**src/rtl/triangle_packer.sv**
```systemverilog
// triangle_packer: write-side front end of the triangle FIFO.
// Collects BYTES-byte triangle records from the host-link byte stream and
// pushes each complete record into the FIFO. It also keeps triangle/error
// counters and a registered busy flag for MCU flow control.
//
// Handshake: a byte transfers on a rising edge where in_valid & in_ready are
// both high. Upstream must hold in_byte/in_first stable while in_valid is high
// and in_ready is low. in_ready and fifo_push are combinational from state,
// rst and fifo_full only; they never depend on in_valid.
//
// DATA_W must equal 8*BYTES, and BYTES must be at least 2.

module triangle_packer #(
    parameter int BYTES  = 30,
    parameter int DATA_W = 240
) (
    input  logic              clk,
    input  logic              rst,
    input  logic [7:0]        in_byte,
    input  logic              in_valid,
    input  logic              in_first,
    output logic              in_ready,
    output logic [DATA_W-1:0] fifo_data,
    output logic              fifo_push,
    input  logic              fifo_full,
    input  logic              fifo_almost_full,
    output logic              host_busy,
    output logic [15:0]       tri_count,
    output logic [7:0]        err_count,
    output logic [1:0]        dbg_state
);

    localparam int IDX_W = (BYTES > 2) ? $clog2(BYTES) : 1;
    localparam logic [IDX_W-1:0] IDX_LAST = IDX_W'(BYTES - 1);

    typedef enum logic [1:0] {
        S_IDLE    = 2'd0,
        S_COLLECT = 2'd1,
        S_PUSH    = 2'd2
    } state_t;

    state_t           state;
    state_t           next_state;
    logic [IDX_W-1:0] idx;
    logic             xfer;
    logic             load;
    logic             shift;
    logic             err_inc;

    assign dbg_state = state;

    // Byte acceptance and FIFO push strobe; both are forced low while reset is asserted.
    always_comb begin
        in_ready  = !rst && (state != S_PUSH);
        fifo_push = !rst && (state == S_PUSH) && !fifo_full;
        xfer      = in_valid && in_ready;
    end

    // Next-state logic plus datapath control strobes.
    always_comb begin
        next_state = state;
        load       = 1'b0;
        shift      = 1'b0;
        err_inc    = 1'b0;
        case (state)
            S_IDLE: begin
                if (xfer) begin
                    if (in_first) begin
                        load       = 1'b1;
                        next_state = S_COLLECT;
                    end else begin
                        // A stray byte with no record open is a framing error.
                        err_inc = 1'b1;
                    end
                end
            end
            S_COLLECT: begin
                if (xfer) begin
                    if (in_first) begin
                        // Resync: drop the partial record and restart on this byte.
                        load    = 1'b1;
                        err_inc = 1'b1;
                    end else begin
                        shift = 1'b1;
                        if (idx == IDX_LAST) begin
                            next_state = S_PUSH;
                        end
                    end
                end
            end
            S_PUSH: begin
                if (fifo_push) begin
                    next_state = S_IDLE;
                end
            end
            default: next_state = S_IDLE;
        endcase
    end

    // State register.
    always_ff @(posedge clk) begin
        if (rst) begin
            state <= S_IDLE;
        end else begin
            state <= next_state;
        end
    end

    // Record shift register and byte index. Data only moves on load or shift,
    // so the record stays stable for the whole time the FSM sits in PUSH.
    always_ff @(posedge clk) begin
        if (rst) begin
            fifo_data <= '0;
            idx       <= '0;
        end else if (load) begin
            fifo_data <= {{(DATA_W-8){1'b0}}, in_byte};
            idx       <= IDX_W'(1);
        end else if (shift) begin
            fifo_data <= {fifo_data[DATA_W-9:0], in_byte};
            idx       <= (idx == IDX_LAST) ? '0 : idx + IDX_W'(1);
        end
    end

    // Counters and the registered flow-control flag.
    always_ff @(posedge clk) begin
        if (rst) begin
            tri_count <= '0;
            err_count <= '0;
            host_busy <= 1'b0;
        end else begin
            host_busy <= fifo_almost_full || ((state == S_PUSH) && fifo_full);
            if (fifo_push) begin
                tri_count <= tri_count + 16'd1;
            end
            if (err_inc && (err_count != 8'hFF)) begin
                err_count <= err_count + 8'd1;
            end
        end
    end

endmodule

```
**config.mk**
```make
export PLATFORM = sky130hd
export DESIGN_NAME = triangle_packer
export DESIGN_NICKNAME = d
export VERILOG_FILES = /design/src/rtl/triangle_packer.sv
export SDC_FILE = /design/constraint.sdc
export NUM_CORES = 1
export LEC_CHECK = 0
export BUFFER_PORTS_ARGS = -buffer_cell sky130_fd_sc_hd__buf_2
export CAP_MARGIN = 20
export CORE_MARGIN = 2
export CORE_UTILIZATION = 51
export CTS_CLUSTER_SIZE = 14
export DETAILED_ROUTE_END_ITERATION = 8
export GPL_TIMING_DRIVEN = 0
export PLACE_DENSITY = 0.9
export SLEW_MARGIN = 25
export SYNTH_ARGS = -nofsm -noshare
export SYNTH_HDL_FRONTEND = slang
export SYNTH_SLANG_ARGS = --single-unit
```
**constraint.sdc**
```tcl
create_clock -name clk -period 2.45 [get_ports clk]
set_input_delay 0.1225 -clock clk [delete_from_list [all_inputs] [get_ports clk]]
set_output_delay 0.1225 -clock clk [all_outputs]
set_load 0.05 [all_outputs]
```
==> results of run 1 <==
[critical path, stage by stage (launching register included)]
cell and delay, ps:
dfxtp_1 430, or3b_2 500, clkbuf_1 200, nor2_4 290, buf_2 290, buf_2 240, nand2_1 100, a21oi_1 160
[cell families (layout without fill, tap and decap cells)]
family,Yosys count,in the layout,synth area share (%)
adder cells (fa/ha/maj),4,4,0.5156
flip-flops,272,272,56.10
XOR/XNOR,12,12,1.083
multiplexers,12,12,1.250
buffers and inverters,91,435,3.738
AND/OR/NAND/NOR,557,557,23.24
AO/OA/AOI/OAI,264,264,14.08
[metrics by stage]
| stage | setup TNS, ps | total power, W | hold WS (ps) |
|---|---|---|---|
| 2_1_floorplan | 0 | 0.004719 | 239.9 |
| 3_3_place_gp | 0 | 0.004788 | 329.2 |
| 3_5_place_dp | 0 | 0.004796 | 355.8 |
| 4_1_cts | 0 | 0.009117 | 33.30 |
| 5_1_grt | -116.7 | 0.009305 | 107.6 |
| 6_report | 0 | 0.009083 | 51.14 |
[per-layer routing]
layer  part of all wire [%]  wire [um]
met1                     39      11080
met2                     47      13390
met3                    8.2       2324
met4                    5.1       1433
met5                      0          0
[cell usage in the layout, fill, tap and decap left out, drive strengths merged, types with 4 or more instances in the layout]
cell         netlist  routed
a31oi              5       5
dlygate4sd3        0      13
o21ai              7       7
nor2b              4       4
mux2i             11      11
xor2               6       6
nor2              32      32
clkinv             0       5
or3                4       4
clkbuf            67     104
ha                 4       4
inv                7       9
buf               17     299
nand2            479     479
nor3               6       6
xnor2              6       6
a21oi            240     240
dfxtp            272     272
nand3              8       8
[what timing repair did]
action | 4_1_cts | 5_1_grt
hold buffers | 13 | 0
endpoints found under the hold margin | 11 | 0
setup endpoints to repair | 0 | 105
buffers inserted | 0 | 0
resized for setup | 0 | 8
[how the worst max path moves through the flow]
stage / slack [ps] / from / to / cells past startpoint
global placement: 120 / rst / fifo_data[66]$_SDFFE_PP0P_ / 8
CTS: 50 / dbg_state[0]$_SDFFE_PP0P_ / fifo_push / 4
finish: 160 / dbg_state[1]$_SDFFE_PP0P_ / fifo_data[107]$_SDFFE_PP0P_ / 7
global route: -40 / dbg_state[0]$_SDFFE_PP0P_ / fifo_data[33]$_SDFFE_PP0P_ / 7
detailed placement: 60 / rst / fifo_data[58]$_SDFFE_PP0P_ / 8
floorplan: 200 / tri_count[0]$_SDFFE_PP0P_ / tri_count[14]$_SDFFE_PP0P_ / 5
[final cells by class]
cell class                 instances  area share, %
buffer                            84          2.723
clock buffer                      38          6.456
clock inverter                    12          1.181
inverter                           7         0.2102
multi-input combinational        849          31.23
sequential                       272          43.56
tap                              234          2.342
timing repair buffer             294          12.29
[power by group through the flow]
stage / clock network [W] / registers, W / logic (W)
finish: 0.00436 / 0.00444 / 0.000277
global route: 0.00456 / 0.00444 / 0.000302
CTS: 0.00440 / 0.00444 / 0.000271
detailed placement: 0 / 0.00454 / 0.000254
global placement: 0 / 0.00454 / 0.000247
floorplan: 0 / 0.00457 / 0.000148
[state kept, by name, summed over array words and instances, names as in the netlist]
name / flops
dbg_state: 2
host_busy: 1
err_count: 8
idx: 5
tri_count: 16
fifo_data: 240
==> impl_metrics.yaml, run 1 <==
pwr:
  peakVddDrop_mv: 0.6284
  leakage_nw: 5.075
  p_comb_share_pct: 3.1
  seq_power_share_pct: 48.9
  switching_power_w: 0.001970
  p_clk_share_pct: 48.0
  p_sw_share_pct: 21.69
  internal_power_w: 0.007113
  powerDensity_nw_per_um2: 726.7
timing:
  clock_skew_ps: 9.975
  worst_slack_ps: 161.3
  fin_crit_sh_pct: 93.41
  fmax_ghz: 0.4369
  tightest_slew_ps: 596.5
  rsz0062_at_grt: "yes"
  min_period_ps: 2289
  setup_viol: 0
  slew_headroom_pct: 59.90
  final_hold_viol_count: 0
  slew_viol_final: 0
global_routing:
  grt_pass1_wl_mm: 44.75
  grt_max_degree: 15
  met2_usage_pct: 45.63
  busiest_layer: "met2"
  met3_usage_pct: 6.931
  antenna_found_initial: 0
  grt_pass1_vias: 8963
  use_met1_pct: 32.38
  overflow: 0
  grtUsageTotal_pct: 27.06
die:
  ios: 283
  design.core.area_sq_um: 18710
  dieHeight_um: 142.0
  dieWidth_um: 142.0
  start_util_pct: 51.89
  rows: 50
  die_area_sq_um: 20150
final_layout:
  antenna_cells: 0
  fin_area_sq_um: 12500
  syn_to_final_growth_pct: 28.77
  final-seq-area_sq_um: 5445
  fin_cells: 1790
  fin_nets: 1553
  fin_util_pct: 66.82
  nFillCells: 1431
  multiInputGateArea_sq_um: 3904
  layout-drive-gt1-share_pct: 23.07
place:
  gp_congestion: 0.9020
  pre_cts_slack_ps: 56.83
  io_buffers: 281
  placedInstanceArea_sq_um: 11410
  dp_cells: 1727
  dpl.hpwl_mm: 19.86
yosys:
  yosys-top-cells-count: "nand2_1 (479), dfxtp_1 (272), a21oi_1 (240)"
  synth_most_common_cell: "nand2_1"
  syn_inst: 1212
  synth_warnings: 0
  synth_nets: 1230
  synth_top_area_share_pct: 56.10
  yosys-top-cells-area: "dfxtp_1 (56%), nand2_1 (19%), a21oi_1 (12%), clkbuf_1 (2.6%), nor2_1 (1.2%)"
  yosysUniqueCellTypes: 44
  synth_area_sq_um: 9707
  synth_edf_count: 0
  avgSynthCellArea_sq_um: 8.009
  synth_top_area_cell: "dfxtp_1"
  ys_ff_latch: 272
  ys_seq_area_share_pct: 56.10
  async_reset_ff_share_pct: 0
  synthFlopType: "dfxtp_1"
worst_setup_path:
  cp.arrival_ps: 2750
  r2r-start: "dbg_state[1]$_SDFFE_PP0P_"
  ff2ff_path_depth: 7
  worstReg2RegEnd: "fifo_data[107]$_SDFFE_PP0P_"
  crit_required_ps: 2910
  r2r_slack_ps: 160
  setup.worst_path.end_class: "register"
  cp-start-kind: "register"
  crit_type: "reg -> reg"
  cp_max_fo: 10
min_path:
  min-delay-path-class: "in -> reg"
  hold_end: "err_count[2]$_SDFFE_PP0P_"
  hold_depth: 4
  min_from: "rst"
clocking:
  clk_pin_slew_ps: 60
  cts_buffers: 27
  clkLatencyLatePin_ps: 540
  clk_path_buf_depth: 3
  cts_max_level: 1
  cts_tree: "built"
  cts_root_buf: "clkbuf_16"
  cts_sinks: 272
routing:
  firstDrtPassIters: 5
  vias_per_cell: 5.360
  drt_wl_total_mm: 28.22
  initialDrtViolationCount: 628
  drtAntennaViolNets: 0
  wl_per_cell_um: 15.77
  drc: 0
  vias: 9595
run:
  cap_violations: 0
outcome:
  outcome: "finished clean"
Note: power is estimated with default switching activity, not from simulation.
==> inputs of run 2 (changes only) <==
--- a/config.mk
+++ b/config.mk
@@ -8,11 +8,11 @@
 export BUFFER_PORTS_ARGS = -buffer_cell sky130_fd_sc_hd__buf_2
 export CAP_MARGIN = 20
 export CORE_MARGIN = 2
-export CORE_UTILIZATION = 51
+export CORE_UTILIZATION = 46
 export CTS_CLUSTER_SIZE = 14
 export DETAILED_ROUTE_END_ITERATION = 8
 export GPL_TIMING_DRIVEN = 0
-export PLACE_DENSITY = 0.9
+export PLACE_DENSITY = 0.86
 export SLEW_MARGIN = 25
 export SYNTH_ARGS = -nofsm -noshare
 export SYNTH_HDL_FRONTEND = slang
==> constraint.sdc (replaced) <==
create_clock -name clk -period 2.1 [get_ports clk]
set_input_delay 0.105 -clock clk [delete_from_list [all_inputs] [get_ports clk]]
set_output_delay 0.105 -clock clk [all_outputs]
set_load 0.05 [all_outputs]
==> impl_metrics.yaml, run 2 (synthesis results as in run 1) <==
final_layout:
  syn_to_final_growth_pct: 29.74
  nFillCells: 1762
  largest_reg_flops: 240
  fin_cells: 1830
  layout-drive-gt1-share_pct: 25.66
  antenna_cells: 0
  multiInputGateArea_sq_um: 3918
  final-seq-area_sq_um: 5456
  mostFrequentLayoutCells: "nand2_1 (479), buf_2 (295), dfxtp_1 (263), a21oi_1 (239), clkbuf_1 (38)"
  top_register: "fifo_data"
  fin_util_pct: 60.29
  top_regs: "fifo_data: 240 flops, tri_count: 16 flops, err_count: 8 flops"
  fin_nets: 1554
  fin_area_sq_um: 12590
  final_common_cell: "nand2_1"
pwr:
  leakage_nw: 5.153
  peakVddDrop_mv: 0.6451
  powerDensity_nw_per_um2: 824.1
  finalPower_w: 0.01038
clocking:
  clk_pin_slew_ps: 60
  cts_max_level: 1
  clkLatencyLatePin_ps: 520
  cts_sinks: 272
  clk_path_buf_depth: 3
  cts_buffers: 28
  cts_root_buf: "clkbuf_16"
  cts_tree: "built"
place:
  dpl.hpwl_mm: 19.96
  placedInstanceArea_sq_um: 11470
  dp_cells: 1768
  gp_congestion: 0.8706
  io_buffers: 281
global_routing:
  overflow: 0
  grt_pass1_wl_mm: 43.30
  grt_max_degree: 14
  grt_pass1_vias: 8864
  antenna_found_initial: 0
  grtUsageTotal_pct: 23.61
routing:
  firstDrtPassIters: 5
  vias: 9522
  drtAntennaViolNets: 0
  met3WireLength_mm: 2.097
  vias_per_cell: 5.203
  highest_layer: "met4"
  drt_wl_total_mm: 27.77
  drc: 0
  m1WireLength_mm: 11.22
  initialDrtViolationCount: 481
  wl_per_cell_um: 15.17
  met2WireLength_mm: 13.47
worst_setup_path:
  cp-start-kind: "register"
  cp_max_fo: 6
  crit_path_max_incr_delay_ps: 560
  cpMaxStageDelayCell: "dlygate4sd3_1"
  crit_required_ps: 2560
  cp.arrival_ps: 2470
  setup.worst_path.end_class: "register"
  crit_type: "reg -> reg"
  crit_chain: "ha_1 > and4_4 > nand2_1 > or3_4 > a21oi_2 > dlygate4sd3_1"
timing:
  tightest_slew_ps: 717.3
  fmax_ghz: 0.4976
  slew_headroom_pct: 51.53
  slew_viol_final: 0
  fin_crit_sh_pct: 95.71
  final_hold_viol_count: 0
  rsz0062_at_grt: "yes"
  setup_viol: 0
  min_period_ps: 2010
  clock_skew_ps: 9.334
die:
  ios: 283
  start_util_pct: 46.47
  dieWidth_um: 149.3
  die_area_sq_um: 22280
  dieHeight_um: 149.3
  rows: 53
  design.core.area_sq_um: 20890
min_path:
  min-delay-path-class: "in -> reg"
run:
  cap_violations: 0
outcome:
  outcome: "finished clean"
[run 2: changes by cell type in the layout (fill, tap and decap cells not counted), sizes merged]
cell	previous run	this run
clkbuf	104	108
inv	9	7
clkinvlp	2	0
bufinv	3	2
[run 2: worst paths after layout]
check                              startpoint  slack (ps)                     endpoint  cells past startpoint
hold / removal                       in_valid          40          idx[0]$_SDFFE_PP0P_                      4
hold reg to reg   fifo_data[234]$_SDFFE_PP0P_         460  fifo_data[234]$_SDFFE_PP0P_                      2
setup reg to reg          idx[0]$_SDFFE_PP0P_          90    dbg_state[1]$_SDFFE_PP0P_                      6
setup / recovery          idx[0]$_SDFFE_PP0P_          90    dbg_state[1]$_SDFFE_PP0P_                      6
[run 2: metrics by stage]
stage / hold WS [ps] / setup TNS, ps / worst slack, ps
after floorplan: 222.4 / 0 / 52.42
after global placement: 309.4 / -33920 / -352.3
after global routing: 35.82 / -25.29 / -12.08
after detailed placement: 317.0 / -43550 / -429.2
final: 38.62 / 0 / 90.15
after CTS: 9.628 / -1.453 / -1.453
[run 2: cell type report]
class                   count  share of cell area, %
plain buffers              83                  3.140
clock buffers              42                  6.547
clock inverters             7                 0.6756
inverters                   7                 0.2086
multi-input cells         849                  31.11
flip-flops and latches    272                  43.33
well taps                 275                  2.732
repair buffers            295                  12.26
[run 2: report_power, final]
part / total (W) / switching (W) / internal, W
clock: 0.00486 / 0.00193 / 0.00293
sequential: 0.00519 / 0.0000132 / 0.00517
combinational: 0.000329 / 0.000245 / 0.0000835
[run 2: worst max-delay path, delay by kind of cell, from the launching register on]
family | cells | cell delay [ps]
AOI/OAI and AO/OA | 1 | 140
and+or+nand+nor | 3 | 690
DFF | 1 | 390
adders and majority gates | 1 | 180
buffers and inverters | 1 | 560
[run 2: what timing repair did]
| action | 4_1_cts | 5_1_grt |
|---|---|---|
| resized for setup | 18 | 55 |
| endpoints found under the hold margin | 12 | 0 |
| pin swaps | 1 | 1 |
| hold buffers | 13 | 0 |
| setup buffers | 1 | 0 |
| setup endpoints to repair | 231 | 218 |
[run 2: metal layers]
metal,up-vias,global-route usage (%)
li1,4613,-
met1,4456,28.25
met2,384,41.20
met3,69,5.719
met4,0,8.619
met5,-,0
==> inputs of run 3 (changes only) <==
==> constraint.sdc (replaced) <==
create_clock -name clk -period 2.1 [get_ports clk]
set_input_delay 0.63 -clock clk [delete_from_list [all_inputs] [get_ports clk]]
set_output_delay 0.63 -clock clk [all_outputs]
set_load 0.05 [all_outputs]
==> impl_metrics.yaml, run 3 (synthesis results as in run 1) <==
pwr:
  leakage_nw: 5.137
  seq_power_share_pct: 47.9
  peakVddDrop_mv: 0.5638
  p_sw_share_pct: 21.20
  switching_power_w: 0.002293
  powerDensity_nw_per_um2: 858.1
  p_comb_share_pct: 3.0
  p_clk_share_pct: 49.1
  internal_power_w: 0.008521
clocking:
  cts_buffers: 28
  cts_tree: "built"
  cts_max_level: 1
  cts_sinks: 272
  clk_path_buf_depth: 3
  clk_pin_slew_ps: 70
  cts_root_buf: "clkbuf_16"
  clkLatencyLatePin_ps: 530
  hold_buffers: 0
global_routing:
  antenna_found_initial: 0
  use_met1_pct: 29.45
  busiest_layer: "met2"
  grtUsageTotal_pct: 23.64
  grt_max_degree: 15
  grt_pass1_wl_mm: 43.54
  overflow: 0
  met3_usage_pct: 4.801
  met2_usage_pct: 40.12
  grt_pass1_vias: 8885
outcome:
  violations: "setup timing"
  outcome: "finished with violations"
final_layout:
  layout-drive-gt1-share_pct: 24.84
  top_register: "fifo_data"
  fin_area_sq_um: 12600
  final_common_cell: "nand2_1"
  antenna_cells: 0
  mostFrequentLayoutCells: "nand2_1 (479), buf_2 (291), dfxtp_1 (264), a21oi_1 (240), clkbuf_1 (57)"
  fin_nets: 1547
  largest_reg_flops: 240
  nFillCells: 1761
  top_regs: "fifo_data: 240 flops, tri_count: 16 flops, err_count: 8 flops"
  syn_to_final_growth_pct: 29.84
place:
  placedInstanceArea_sq_um: 11470
  gp_congestion: 0.9279
  pre_cts_slack_ps: -922.7
  io_buffers: 281
  dpl.hpwl_mm: 19.68
run:
  cap_violations: 0
timing:
  worst_slack_ps: -25.05
  clock_skew_ps: 19.79
  rsz0062_at_grt: "yes"
  setup_viol: 1
  holdWs_ps: 313.0
  fmax_ghz: 0.4706
  final_hold_viol_count: 0
  slew_viol_final: 0
  fin_crit_sh_pct: 101.2
  slew_headroom_pct: 56.73
  min_period_ps: 2125
  tightest_slew_ps: 640.3
worst_setup_path:
  ff2ff_path_depth: 7
  cp_max_fo: 4
  cp.arrival_ps: 1500
  crit_path_max_incr_delay_ps: 340
  crit_required_ps: 1470
  crit_path_frequent_cell: "buf_8"
  crit_type: "reg -> out"
  worstReg2RegEnd: "fifo_data[60]$_SDFFE_PP0P_"
  cpMaxStageDelayCell: "dfxtp_2"
  crit_chain: "buf_8 > nor3b_4 > and2_4 > buf_8"
  r2r-start: "dbg_state[1]$_SDFFE_PP0P_"
  r2r_slack_ps: 80
  setup.worst_path.end_class: "output pin"
  cp-start-kind: "register"
die:
  rows: 53
  ios: 283
  die_area_sq_um: 22280
  start_util_pct: 46.47
  dieWidth_um: 149.3
  dieHeight_um: 149.3
  design.core.area_sq_um: 20890
min_path:
  hold_end: "host_busy$_SDFF_PP0_"
  min_from: "fifo_almost_full"
  min-delay-path-class: "in -> reg"
  hold_depth: 3
routing:
  drc: 0
  vias: 9572
  drtAntennaViolNets: 0
  wl_per_cell_um: 15.22
  vias_per_cell: 5.245
  firstDrtPassIters: 6
  drt_wl_total_mm: 27.77
  initialDrtViolationCount: 514
[run 3: worst max path at each step]
stage          cells past startpoint                      start                    endpoint  slack (ps)
2_1_floorplan                      3  dbg_state[0]$_SDFFE_PP0P_                    in_ready         -80
3_3_place_gp                       8                        rst  fifo_data[68]$_SDFFE_PP0P_        -860
3_5_place_dp                       8                        rst  fifo_data[67]$_SDFFE_PP0P_        -920
4_1_cts                            4  dbg_state[0]$_SDFFE_PP0P_                   fifo_push         -30
5_1_grt                            4  dbg_state[0]$_SDFFE_PP0P_                   fifo_push         -70
6_report                           4  dbg_state[0]$_SDFFE_PP0P_                   fifo_push         -30
[run 3: per-layer routing]
metal	wire length (um)	share of wire [%]
met1	11610	42
met2	13160	47
met3	1861	6.7
met4	1145	4.1
met5	0	0
[run 3: repair_timing]
| action | in CTS | in global routing |
|---|---|---|
| gates resized for setup | 21 | 19 |
| pin swaps | 2 | 1 |
| endpoints found under the setup margin | 234 | 235 |
| setup buffers | 5 | 2 |
[run 3: critical path: cells and delay by family (launching register included)]
| kind | cells | cell delay (ps) |
|---|---|---|
| buffers and inverters | 2 | 260 |
| DFF | 1 | 340 |
| and+or+nand+nor | 2 | 380 |
[run 3: area by class of cell]
type,instances,area [sq um],area share [%]
clock buffers,37,795.8,6.314
plain buffers,83,375.4,2.978
clock inverters,14,202.7,1.608
repair buffers,288,1475,11.70
inverters,7,26.28,0.2085
well taps,275,344.1,2.730
multi-input cells,849,3926,31.15
flip-flops and latches,272,5458,43.30
[run 3: per-stage QoR]
step / total power [W] / util, % / setup TNS [ps] / instances
2_1_floorplan: 0.005505 / - / -79.36 / 1212
3_3_place_gp: 0.005591 / 54.93 / -131380 / 1768
3_5_place_dp: 0.005596 / 54.93 / -142730 / 1768
4_1_cts: 0.01087 / 60.13 / -36.58 / 1824
5_1_grt: 0.01112 / 60.34 / -234.6 / 1825
6_report: 0.01081 / 60.34 / -25.05 / 1825
[run 3: power by group through the flow]
stage	Clock [W]	Combinational [W]	Sequential (W)
after floorplan	0	0.000174	0.00533
after global placement	0	0.000293	0.00530
after detailed placement	0	0.000299	0.00530
after CTS	0.00537	0.000313	0.00518
after global routing	0.00559	0.000350	0.00518
final	0.00531	0.000324	0.00518
